--- src/rtl/buzz_arbiter.sv ---
// buzz_arbiter: fixed-priority sharing of one piezo buzzer with gated ON/OFF beep patterns
// Ports: clk, rst (sync, active-high); req[2:0] request levels, bit 2 highest priority;
//    req_count[11:0] 4-bit beep count per requester; ack[2:0]/done[2:0] one-hot pulses;
//    aborted flags a pre-empted done; grant[2:0] one-hot owner; busy; buzz_en buzzer gate.
// Optional: define BUZZ_PREEMPT_EN to let a higher-priority request cut a running sequence short.
module buzz_arbiter #(
   parameter int TICK_DIV = 50_000_000
) (
   input  logic        clk,
   input  logic        rst,
   input  logic [2:0]  req,
   input  logic [11:0] req_count,
   output logic [2:0]  ack,
   output logic [2:0]  done,
   output logic        aborted,
   output logic [2:0]  grant,
   output logic        busy,
   output logic        buzz_en
);
   typedef enum logic [1:0] {IDLE, ON, OFF, DONE} state_t;
   state_t state_q, state_d;
   logic [1:0] owner_q, owner_d, win;
   logic [3:0] remaining_q, remaining_d;
   logic [26:0] div_q, div_d;
   logic abort_q, abort_d, tick, preempt;
   logic [2:0] ack_q, ack_d, done_q, done_d, grant_q, grant_d;
   logic aborted_q, aborted_d, busy_q, busy_d, buzz_q, buzz_d;
   assign win  = req[2] ? 2'd2 : req[1] ? 2'd1 : 2'd0;
   assign tick = div_q == 27'(TICK_DIV - 1);
`ifdef BUZZ_PREEMPT_EN
   assign preempt = owner_q == 2'd0 ? |req[2:1] : owner_q == 2'd1 ? req[2] : 1'b0;
`else
   assign preempt = 1'b0;
`endif
   always_comb begin
      state_d     = state_q;
      owner_d     = owner_q;
      remaining_d = remaining_q;
      div_d       = div_q + 27'd1;
      abort_d     = abort_q;
      ack_d       = '0;
      case (state_q)
         IDLE: begin
            div_d = '0;
            if (|req) begin
               owner_d     = win;
               remaining_d = req_count[{win, 2'b00} +: 4];
               ack_d       = 3'b001 << win;
               state_d     = remaining_d != 4'd0 ? ON : DONE;
            end
         end
         ON: begin
            if (preempt) begin
               state_d = DONE;
               abort_d = 1'b1;
            end else if (tick) begin
               div_d       = '0;
               remaining_d = remaining_q - {3'b000, |remaining_q};
               state_d     = OFF;
            end
         end
         OFF: begin
            if (preempt) begin
               state_d = DONE;
               abort_d = 1'b1;
            end else if (tick) begin
               div_d   = '0;
               state_d = remaining_q != 4'd0 ? ON : DONE;
            end
         end
         default: begin
            div_d   = '0;
            abort_d = 1'b0;
            state_d = IDLE;
         end
      endcase
      // outputs are registered copies of what the next state will present
      done_d    = state_d == DONE ? 3'b001 << owner_d : 3'b000;
      aborted_d = state_d == DONE && abort_d;
      grant_d   = state_d != IDLE ? 3'b001 << owner_d : 3'b000;
      busy_d    = state_d != IDLE;
      buzz_d    = state_d == ON;
   end
   always_ff @(posedge clk) begin
      if (rst) begin
         state_q     <= IDLE;
         owner_q     <= '0;
         remaining_q <= '0;
         div_q       <= '0;
         abort_q     <= 1'b0;
         ack_q       <= '0;
         done_q      <= '0;
         aborted_q   <= 1'b0;
         grant_q     <= '0;
         busy_q      <= 1'b0;
         buzz_q      <= 1'b0;
      end else begin
         state_q     <= state_d;
         owner_q     <= owner_d;
         remaining_q <= remaining_d;
         div_q       <= div_d;
         abort_q     <= abort_d;
         ack_q       <= ack_d;
         done_q      <= done_d;
         aborted_q   <= aborted_d;
         grant_q     <= grant_d;
         busy_q      <= busy_d;
         buzz_q      <= buzz_d;
      end
   end
   assign ack     = ack_q;
   assign done    = done_q;
   assign aborted = aborted_q;
   assign grant   = grant_q;
   assign busy    = busy_q;
   assign buzz_en = buzz_q;
endmodule

--- config.mk ---
export PLATFORM = sky130hd
export DESIGN_NAME = buzz_arbiter
export DESIGN_NICKNAME = d
export VERILOG_FILES = /design/src/rtl/buzz_arbiter.sv
export SDC_FILE = /design/constraint.sdc
export NUM_CORES = 1
export LEC_CHECK = 0
export CAP_MARGIN = 20
export CORE_MARGIN = 1.5
export CORE_UTILIZATION = 30
export DETAILED_ROUTE_END_ITERATION = 12
export GPL_ROUTABILITY_DRIVEN = 0
export GPL_TIMING_DRIVEN = 0
export HOLD_SLACK_MARGIN = 0.03
export SYNTH_ARGS = -nofsm -noshare
export SYNTH_HDL_FRONTEND = slang
export SYNTH_SLANG_ARGS = --single-unit
--- constraint.sdc ---
create_clock -name clk -period 2.4 [get_ports clk]
set_input_delay 0.48 -clock clk [delete_from_list [all_inputs] [get_ports clk]]
set_output_delay 0.48 -clock clk [all_outputs]
set_load 0.01 [all_outputs]
==> results of run 1 <==
stage by stage:
stage          util (%)  cell area [sq um]
3_3_place_gp       36.9               2720
3_5_place_dp       36.9               2720
5_1_grt            39.0               2880
6_report           39.0               2880
4_1_cts            38.9               2870
2_1_floorplan         -               2320
flip-flops by register name (all words and copies together) (netlist names):
name,count
div_q,27
remaining_q,4
ack,3
done,3
grant,3
owner_q,2
state_q,2
abort_q,1
aborted,1
busy,1
buzz_en,1
power breakdown:
group / internal [mW] / switching (mW) / total [mW]
registers: 0.857 / 0.0391 / 0.896
logic: 0.219 / 0.283 / 0.502
clock network: 0.419 / 0.291 / 0.710
total: 1.50 / 0.613 / 2.11
layer usage:
layer	vias to the layer above	routed length (um)	GRT usage, %
met5	-	0	0
met4	0	7	1.95
met3	2	240	3.96
met2	44	2190	20.5
met1	905	2410	15.2
li1	1025	-	-
cell type report:
cell class	instances	area, sq um	share of cell area [%]
plain buffers	8	32.5	1.13
repair buffers	29	288	10.0
multi-input cells	202	1290	44.8
flip-flops and latches	48	961	33.4
inverters	12	45.0	1.57
clock inverters	3	68.8	2.39
clock buffers	5	68.8	2.39
well taps	99	124	4.31
worst register-to-register path: stages (launching register included):
cell,delay [ns]
dfxtp_1,0.38
ha_1,0.21
and4_4,0.25
nand4_2,0.18
o32a_1,0.43
a211oi_4,0.39
o21ai_0,0.14
kinds of logic (layout without fill, tap and decap cells):
family	after synthesis	in the layout	share of synthesized area, %
AO/OA/AOI/OAI	49	49	14.2
flip-flops	48	48	41.4
XOR/XNOR	21	21	7.93
AND/OR/NAND/NOR	120	120	27.1
multiplexers	5	5	2.16
buffers and inverters	20	57	3.29
adder cells (fa/ha/maj)	7	7	3.78
synthesized netlist by cell type (3+ instances only):
cell type	n
xnor2_1	16
a21oi_1	11
nor2_1	37
ha_1	7
o21ai_0	15
nor4_1	5
clkbuf_1	7
or3_1	4
mux2i_1	5
nor3_1	12
a31oi_1	3
nand4_1	3
o21a_1	5
and2_1	3
dfxtp_1	48
nand3_1	9
inv_1	11
nand2_1	22
nand2b_1	3
nor3b_1	3
xor2_1	5
what timing repair did:
action,in CTS,in global routing
endpoints found under the setup margin,7,4
pin swaps,0,1
setup buffers,0,1
gates resized for setup,1,2
hold buffers,0,0
how the worst max path moves through the flow:
stage                start             endpoint  slack (ns)  cells after the start
global placement    req[1]  grant[2]$_SDFF_PP0_       -0.40                      7
floorplan           req[1]  grant[0]$_SDFF_PP0_        0.49                      6
global route        req[1]      busy$_SDFF_PP0_        0.03                      8
CTS                 req[1]  grant[1]$_SDFF_PP0_        0.09                      7
finish              req[1]      busy$_SDFF_PP0_        0.12                      8
detailed placement  req[1]  grant[1]$_SDFF_PP0_       -0.46                      7
==> impl_metrics.csv, run 1 <==
group,metric,value,unit
timing,fin_ws,0.120,ns
timing,worstMarginPinSlew,0.494,ns
synthesis,yosysTopAreaCell,"dfxtp_1",
timing,finalSetupViolCount,0,
cts,cts_root_buffer,"clkbuf_8",
timing,hold_violations,0,
global_route,grt_pass1_wl,8290,um
synthesis,avgSynthCellArea,8.59,sq um
layout,area_growth,24.0,%
global_route,antenna_found_initial,0,
layout,final_common_cell,"dfxtp_1",
floorplanning,die_area,8260,sq um
route,drc_errors,0,
route,vias,1976,
setup_path,ff2ff_path_depth,6,
layout,nNetsFinal,330,
setup_path,critPathLaunchType,"input port",
cts,cts_max_level,2,
timing,fin_skew,0.0121,ns
route,routed_wirelength,4850,um
setup_path,crit_family,"buffers and inverters",
place,placed_cells,397,
cts,cts.clk_slew.worst_paths,0.09,ns
timing,fin_hold_ws,0.465,ns
outcome,status,"finished clean",
cts,clk_path_buf_depth,2,
synthesis,synth_cell_types,48,
synthesis,synthArstFlopShare,0,%
global_route,grt.total_usage,12.1,%
route,drt_first_pass_iters,5,
synthesis,syn_nets,294,
place,io_buffers,28,
layout,finalNonFillerCells,406,
synthesis,synth_top_area_share,41.4,%
setup_path,crit_chain,"clkdlybuf4s50_1 > buf_2 > mux2i_1 > o21ai_0 > nor4_2 > buf_4 > a211oi_4 > o21ai_0",
timing,fin_crit_sh,95.0,%
setup_path,r2r_end,"busy$_SDFF_PP0_",
layout,layout-drive-gt1-share,7.49,%
synthesis,synth-seq-area-share,41.4,%
hold_path,whs_path_depth,1,
route,post_drt_wl_per_cell,11.9,um
floorplanning,die_h,90.9,um
route,final_antenna_net_count,0,
setup_path,rrSetupSlack,0.30,ns
layout,fillers,753,
pwr,powerDensity,733,nW/um^2
floorplanning,fp-row-count,31,
floorplanning,start_util,31.5,%
cts,cts_buffers,5,
cts,tritoncts,"done",
setup_path,path_class,"in -> reg",
cts,insertion_delay,0.31,ns
pwr,ir_worst_vdd,0.321,mV
pwr,leakage,0.990,nW
timing,period_needed,2.28,ns
synthesis,syn_area,2320,sq um
global_route,overflow,0,
setup_path,cpPeakStageDelay,0.46,ns
setup_path,cp_num_buf_inv,3,
flow_run,maxCapViolations,0,
floorplanning,core-area,7370,sq um
floorplanning,die_w,90.9,um
timing,rsz0062_at_grt,"false",
layout,final_cell_mix,"dfxtp_1, nor2_1, clkdlybuf4s50_1, nand2_1, xnor2_1",
global_route,grt_max_degree,17,
cts,clock-sinks,48,
synthesis,synth-edff-count,0,
synthesis,ys_top_cells_by_area,"dfxtp_1, xnor2_1, nor2_1, ha_1, nand2_1",
setup_path,crit_slowest_cell,"clkdlybuf4s50_1",
synthesis,yosys_warnings,0,
synthesis,syn_inst,270,
hold_path,min_to,"div_q[0]$_SDFF_PP0_",
timing,fmax,439,MHz
layout,antenna_cells,0,
setup_path,critical_path_arrival,2.45,ns
place,place_ws,-0.464,ns
hold_path,hold_class,"reg -> reg",
synthesis,synth_seq_cells,48,
pwr,power,2.11,mW
setup_path,worstPathRequired,2.57,ns
timing,maxSlewViolCount,0,
place,dp_hpwl,3530,um
setup_path,timing.critical_path.mode_cell,"o21ai_0",
synthesis,ys.flop_type,"dfxtp_1",
global_route,grt_pass1_vias,1837,
hold_path,hp-start,"div_q[0]$_SDFF_PP0_",
timing,slew-limit-headroom,66.7,%
timing,fin_setup_tns,0,ns
route,vias_per_cell,4.87,
setup_path,cp_max_fo,10,
setup_path,r2r-start,"div_q[0]$_SDFF_PP0_",
setup_path,cp-end-kind,"flip-flop",
route,first_iter_violations,76,
floorplanning,num_io_pins,29,
No activity file was read; power rests on OpenSTA's default activity.
==> run 2: changes to the inputs <==
- ABC_AREA: not set -> 1
==> impl_metrics.csv, run 2 <==
group,metric,value,unit
synthesis,syn_inst,341,
synthesis,synth-edff-count,0,
timing,fin_setup_tns,0,ns
route,final_antenna_net_count,0,
timing,period_needed,1.90,ns
cts,cts_root_buffer,"clkbuf_8",
cts,clock-sinks,48,
global_route,grt_pass1_vias,2092,
pwr,ir_worst_vdd,0.321,mV
synthesis,ys.flop_type,"dfxtp_1",
layout,reg_top3,"div_q x27, remaining_q x4",
synthesis,synth_cell_types,37,
timing,rsz0062_at_grt,"false",
route,vias,2145,
synthesis,ys_top_cells_by_area,"dfxtp_1, nand2_1, inv_1, nor2_1, a21oi_1",
pwr,power.switching,0.448,mW
layout,final_common_cell,"nand2_1",
cts,cts_hold_buf,0,
setup_path,cp-end-kind,"flip-flop",
floorplanning,die_w,94.7,um
cts,post_cts_resized,0,
timing,slew-limit-headroom,71.5,%
setup_path,critPathLaunchType,"flip-flop",
timing,worstMarginPinSlew,0.428,ns
place,placed_cells,473,
synthesis,avgSynthCellArea,7.40,sq um
cts,cts_max_level,2,
timing,fmax,527,MHz
setup_path,worstPathRequired,2.57,ns
global_route,overflow,0,
outcome,status,"finished clean",
cts,post_cts_buffers,0,
route,drt_first_pass_iters,4,
layout,layout-drive-gt1-share,14.9,%
timing,fin_skew,0.00513,ns
synthesis,yosysTopAreaCell,"dfxtp_1",
flow_run,maxCapViolations,0,
global_route,grt_max_degree,17,
global_route,antenna_found_initial,0,
cts,insertion_delay,0.30,ns
layout,postLayoutCoreUtil,37.2,%
synthesis,synth_seq_cells,48,
timing,fin_crit_sh,79.1,%
route,first_iter_violations,67,
layout,finalNonFillerCells,481,
layout,largest_register_ffs,27,
setup_path,cp_max_fo,4,
layout,final_cell_mix,"nand2_1, dfxtp_1, inv_1, nor2_1, clkdlybuf4s50_1",
pwr,intPower,1.26,mW
synthesis,yosys.cell_count.top_type,"nand2_1",
pwr,pwr-share-seq,49.4,%
layout,antenna_cells,0,
route,routed_wirelength,5050,um
floorplanning,die_h,94.7,um
timing,finalSetupViolCount,0,
setup_path,path_class,"reg -> reg",
cts,cts.clk_slew.worst_paths,0.09,ns
route,vias_per_cell,4.46,
synthesis,synth_top_area_share,38.1,%
pwr,comb_power_share,15.4,%
synthesis,synthArstFlopShare,0,%
floorplanning,num_io_pins,29,
timing,maxSlewViolCount,0,
floorplanning,core-area,8180,sq um
place,dp_hpwl,3970,um
synthesis,syn_nets,365,
pwr,p_clk_share,35.2,%
setup_path,critical_path_arrival,2.07,ns
timing,hold_violations,0,
synthesis,yosys_warnings,0,
pwr,powerDensity,560,nW/um^2
global_route,grt_pass1_wl,8880,um
layout,nNetsFinal,399,
layout,area_growth,20.5,%
pwr,sw_frac_of_total,26.3,%
hold_path,hold_class,"reg -> reg",
floorplanning,die_area,8980,sq um
cts,clk_path_buf_depth,2,
cts,tritoncts,"done",
cts,cts_buffers,5,
route,drc_errors,0,
synthesis,synth-seq-area-share,38.1,%
place,io_buffers,27,
pwr,leakage,1.22,nW
layout,top_register,"div_q",
synthesis,synth_common_cells,"nand2_1, dfxtp_1, inv_1",
route,post_drt_wl_per_cell,10.5,um
synthesis,syn_area,2520,sq um
floorplanning,start_util,30.9,%
floorplanning,fp-row-count,33,
global_route,grt.total_usage,12.2,%
[run 2: cell types whose count changed after synthesis, moves of 8 or more]
cell	delta
nand2_2	+8
nand3_1	+9
inv_1	+36
nand2_1	+46
xnor2_1	-15
[run 2: through the flow]
stage               power, mW  hold WS [ns]  area, sq um  setup slack (ns)
detailed placement       1.13         0.445         2930             0.209
CTS                      1.73         0.459         3040             0.453
global route             1.80         0.478         3040             0.298
floorplan                1.03         0.427         2520             0.696
finish                   1.70         0.457         3040             0.501
global placement         1.12         0.445         2930             0.218
[run 2: metal layers]
metal  part of all wire (%)  global-route usage (%)  vias to the layer above
li1                       -                       -                     1157
met1                     45                    14.0                      946
met2                     50                    22.9                       38
met3                    4.0                    3.14                        4
met4                   0.61                    2.24                        0
met5                      0                       0                        -
[run 2: layout make-up]
type	count	area, sq um
Inverter	52	199
Timing Repair Buffer	27	270
Multi-Input combinational cell	237	1350
Buffer	4	18.8
Sequential cell	48	961
Clock inverter	3	46.3
Fill cell	904	5130
Clock buffer	5	68.8
Tap cell	105	131
[run 2: final timing paths]
kind,startpoint,slack [ns],cells past startpoint,end
hold reg to reg,abort_q$_SDFF_PP0_,0.46,2,aborted$_SDFF_PP0_
hold / removal,abort_q$_SDFF_PP0_,0.46,2,aborted$_SDFF_PP0_
setup reg to reg,remaining_q[2]$_SDFFE_PP0P_,0.50,11,remaining_q[2]$_SDFFE_PP0P_
setup / recovery,remaining_q[2]$_SDFFE_PP0P_,0.50,11,remaining_q[2]$_SDFFE_PP0P_
[run 2: kinds of logic after synthesis]
| group | after synthesis | share of synthesized area [%] |
|---|---|---|
| compound gates | 40 | 8.52 |
| xor+xnor | 2 | 0.694 |
| fa+ha+maj | 7 | 3.47 |
| buf+inv | 56 | 8.62 |
| flops | 48 | 38.1 |
| mux | 2 | 0.793 |
| simple gates | 186 | 39.8 |
[run 2: power by group through the flow]
stage          Combinational [mW]  Clock (mW)  Sequential, mW
5_1_grt                     0.298       0.656           0.845
6_report                    0.262       0.601           0.842
3_3_place_gp                0.261           0           0.860
2_1_floorplan               0.170           0           0.864
4_1_cts                     0.268       0.624           0.842
3_5_place_dp                0.267           0           0.860
[run 2: worst max-delay path, stage by stage, from the launching register on]
cell      delay [ns]
dfxtp_1         0.33
inv_1           0.11
nand2_1         0.07
nor3_1          0.22
inv_1           0.07
ha_1            0.22
ha_1            0.20
or2_2           0.27
nand3_1         0.07
o21ai_0         0.07
nor2_1          0.11
a211oi_1        0.05
==> run 3: changes to the inputs <==
- clock period: 2.4 -> 1.9 ns (I/O delays scaled with it)
==> impl_metrics.csv, run 3 (synthesis gave the netlist of run 2 again) <==
group,metric,value,unit
global_route,antenna_found_initial,0,
route,post_drt_wl_per_cell,10.6,um
cts,cts.clk_slew.worst_paths,0.09,ns
floorplanning,die_w,94.7,um
route,vias_per_cell,4.47,
layout,nNetsFinal,403,
layout,area_growth,22.6,%
floorplanning,die_h,94.7,um
setup_path,critPathLaunchType,"flip-flop",
route,routed_wirelength,5130,um
setup_path,cp_max_fo,3,
flow_run,maxCapViolations,0,
pwr,ir_worst_vdd,0.405,mV
layout,layout-drive-gt1-share,17.4,%
timing,finalSetupViolCount,0,
timing,fin_hold_ws,0.390,ns
layout,largest_register_ffs,27,
cts,cts_root_buffer,"clkbuf_8",
timing,worstMarginPinSlew,0.422,ns
cts,clock-sinks,48,
place,io_buffers,27,
timing,period_needed,1.77,ns
global_route,grt.total_usage,12.3,%
floorplanning,fp-row-count,33,
route,drt_first_pass_iters,4,
route,vias,2169,
layout,final_cell_mix,"nand2_1, dfxtp_1, inv_1, nor2_1, clkdlybuf4s50_1",
timing,fin_setup_tns,0,ns
setup_path,crit_slowest_cell,"dfxtp_2",
global_route,grtUsageMet2,22.9,%
layout,fillers,903,
timing,hold_violations,0,
global_route,grtUsageMet1,14.1,%
route,first_iter_violations,66,
pwr,leakage,1.24,nW
global_route,use_met3,3.14,%
setup_path,path_depth,11,
global_route,overflow,0,
layout,reg_top3,"div_q x27, remaining_q x4",
cts,clk_path_buf_depth,2,
place,dp_hpwl,3970,um
layout,final_common_cell,"nand2_1",
setup_path,cpPeakStageDelay,0.34,ns
timing,maxSlewViolCount,0,
setup_path,crit_chain,"inv_2 > nand2_1 > nor3_2 > inv_1 > ha_4 > ha_2 > or2_2 > nand3_1 > o21ai_1 > nor2_1 > a211oi_1",
layout,postLayoutCoreUtil,37.9,%
setup_path,cp-end-kind,"flip-flop",
setup_path,r2r_end,"remaining_q[2]$_SDFFE_PP0P_",
timing,fin_skew,0.00467,ns
floorplanning,start_util,30.9,%
timing,fmax,565,MHz
timing,fin_crit_sh,93.2,%
setup_path,cp_num_buf_inv,2,
setup_path,worstPathRequired,2.07,ns
layout,top_register,"div_q",
setup_path,path_class,"reg -> reg",
layout,antenna_cells,0,
cts,insertion_delay,0.30,ns
cts,cts_max_level,2,
global_route,grt_pass1_wl,8920,um
setup_path,endpoint,"remaining_q[2]$_SDFFE_PP0P_",
floorplanning,die_area,8980,sq um
pwr,powerDensity,713,nW/um^2
global_route,top_usage_layer,"met2",
hold_path,hold_class,"in -> reg",
timing,slew-limit-headroom,71.7,%
route,final_antenna_net_count,0,
cts,cts_hold_buf,0,
setup_path,timing.critical_path.from,"remaining_q[2]$_SDFFE_PP0P_",
floorplanning,core-area,8180,sq um
outcome,status,"finished clean",
setup_path,rrSetupSlack,0.13,ns
place,place_ws,-0.191,ns
setup_path,r2r-start,"remaining_q[2]$_SDFFE_PP0P_",
setup_path,critical_path_arrival,1.94,ns
route,drc_errors,0,
cts,tritoncts,"done",
floorplanning,num_io_pins,29,
timing,fin_ws,0.130,ns
global_route,grt_max_degree,17,
setup_path,ff2ff_path_depth,11,
hold_path,whs_path_depth,2,
global_route,grt_pass1_vias,2098,
cts,cts_buffers,5,
setup_path,crit_family,"simple AND/OR/NAND/NOR gates",
-- run 3: cell types whose count changed in the layout (fill, tap and decap cells not counted), sizes merged --
cell	change
buf	+4
dlymetal6s2s	+1
clkdlybuf4s50	-1
-- run 3: repair_timing --
item | CTS | global route
setup endpoints to repair | 1 | 9
endpoints found under the hold margin | 0 | 0
cloned | 0 | 0
pin swaps | 0 | 3
buffers inserted | 0 | 4
gates resized for setup | 1 | 8
-- run 3: report_power, final --
group / switching [mW] / internal, mW
combinational: 0.201 / 0.181
sequential: 0.0210 / 1.05
clock: 0.362 / 0.397
total: 0.584 / 1.62
-- run 3: cell type report --
cell class / count / area [sq um] / share of cell area, %
timing repair buffer: 31 / 303 / 9.78
inverter: 52 / 199 / 6.43
clock buffer: 5 / 68.8 / 2.22
tap: 105 / 131 / 4.24
buffer: 4 / 18.8 / 0.606
multi-input combinational: 237 / 1370 / 44.1
clock inverter: 3 / 46.3 / 1.50
sequential: 48 / 962 / 31.1
-- run 3: worst min-delay path by stage --
stage	start	end	slack (ns)
global placement	abort_q$_SDFF_PP0_	aborted$_SDFF_PP0_	0.45
detailed placement	abort_q$_SDFF_PP0_	aborted$_SDFF_PP0_	0.44
finish	req[1]	ack[0]$_SDFF_PP0_	0.39
floorplan	abort_q$_SDFF_PP0_	aborted$_SDFF_PP0_	0.43
global route	req[1]	ack[0]$_SDFF_PP0_	0.41
CTS	abort_q$_SDFF_PP0_	aborted$_SDFF_PP0_	0.46
-- run 3: routing by layer --
layer / up-vias / routed length [um]
met5: - / 0
met4: 0 / 31
li1: 1166 / -
met3: 4 / 208
met1: 958 / 2310
met2: 41 / 2580
-- run 3: through the flow --
stage	total power [mW]	cell area (sq um)	instances
6_report	2.21	3100	485
5_1_grt	2.33	3100	485
4_1_cts	2.19	3050	481
3_5_place_dp	1.42	2930	473
3_3_place_gp	1.42	2930	473
2_1_floorplan	1.31	2520	341
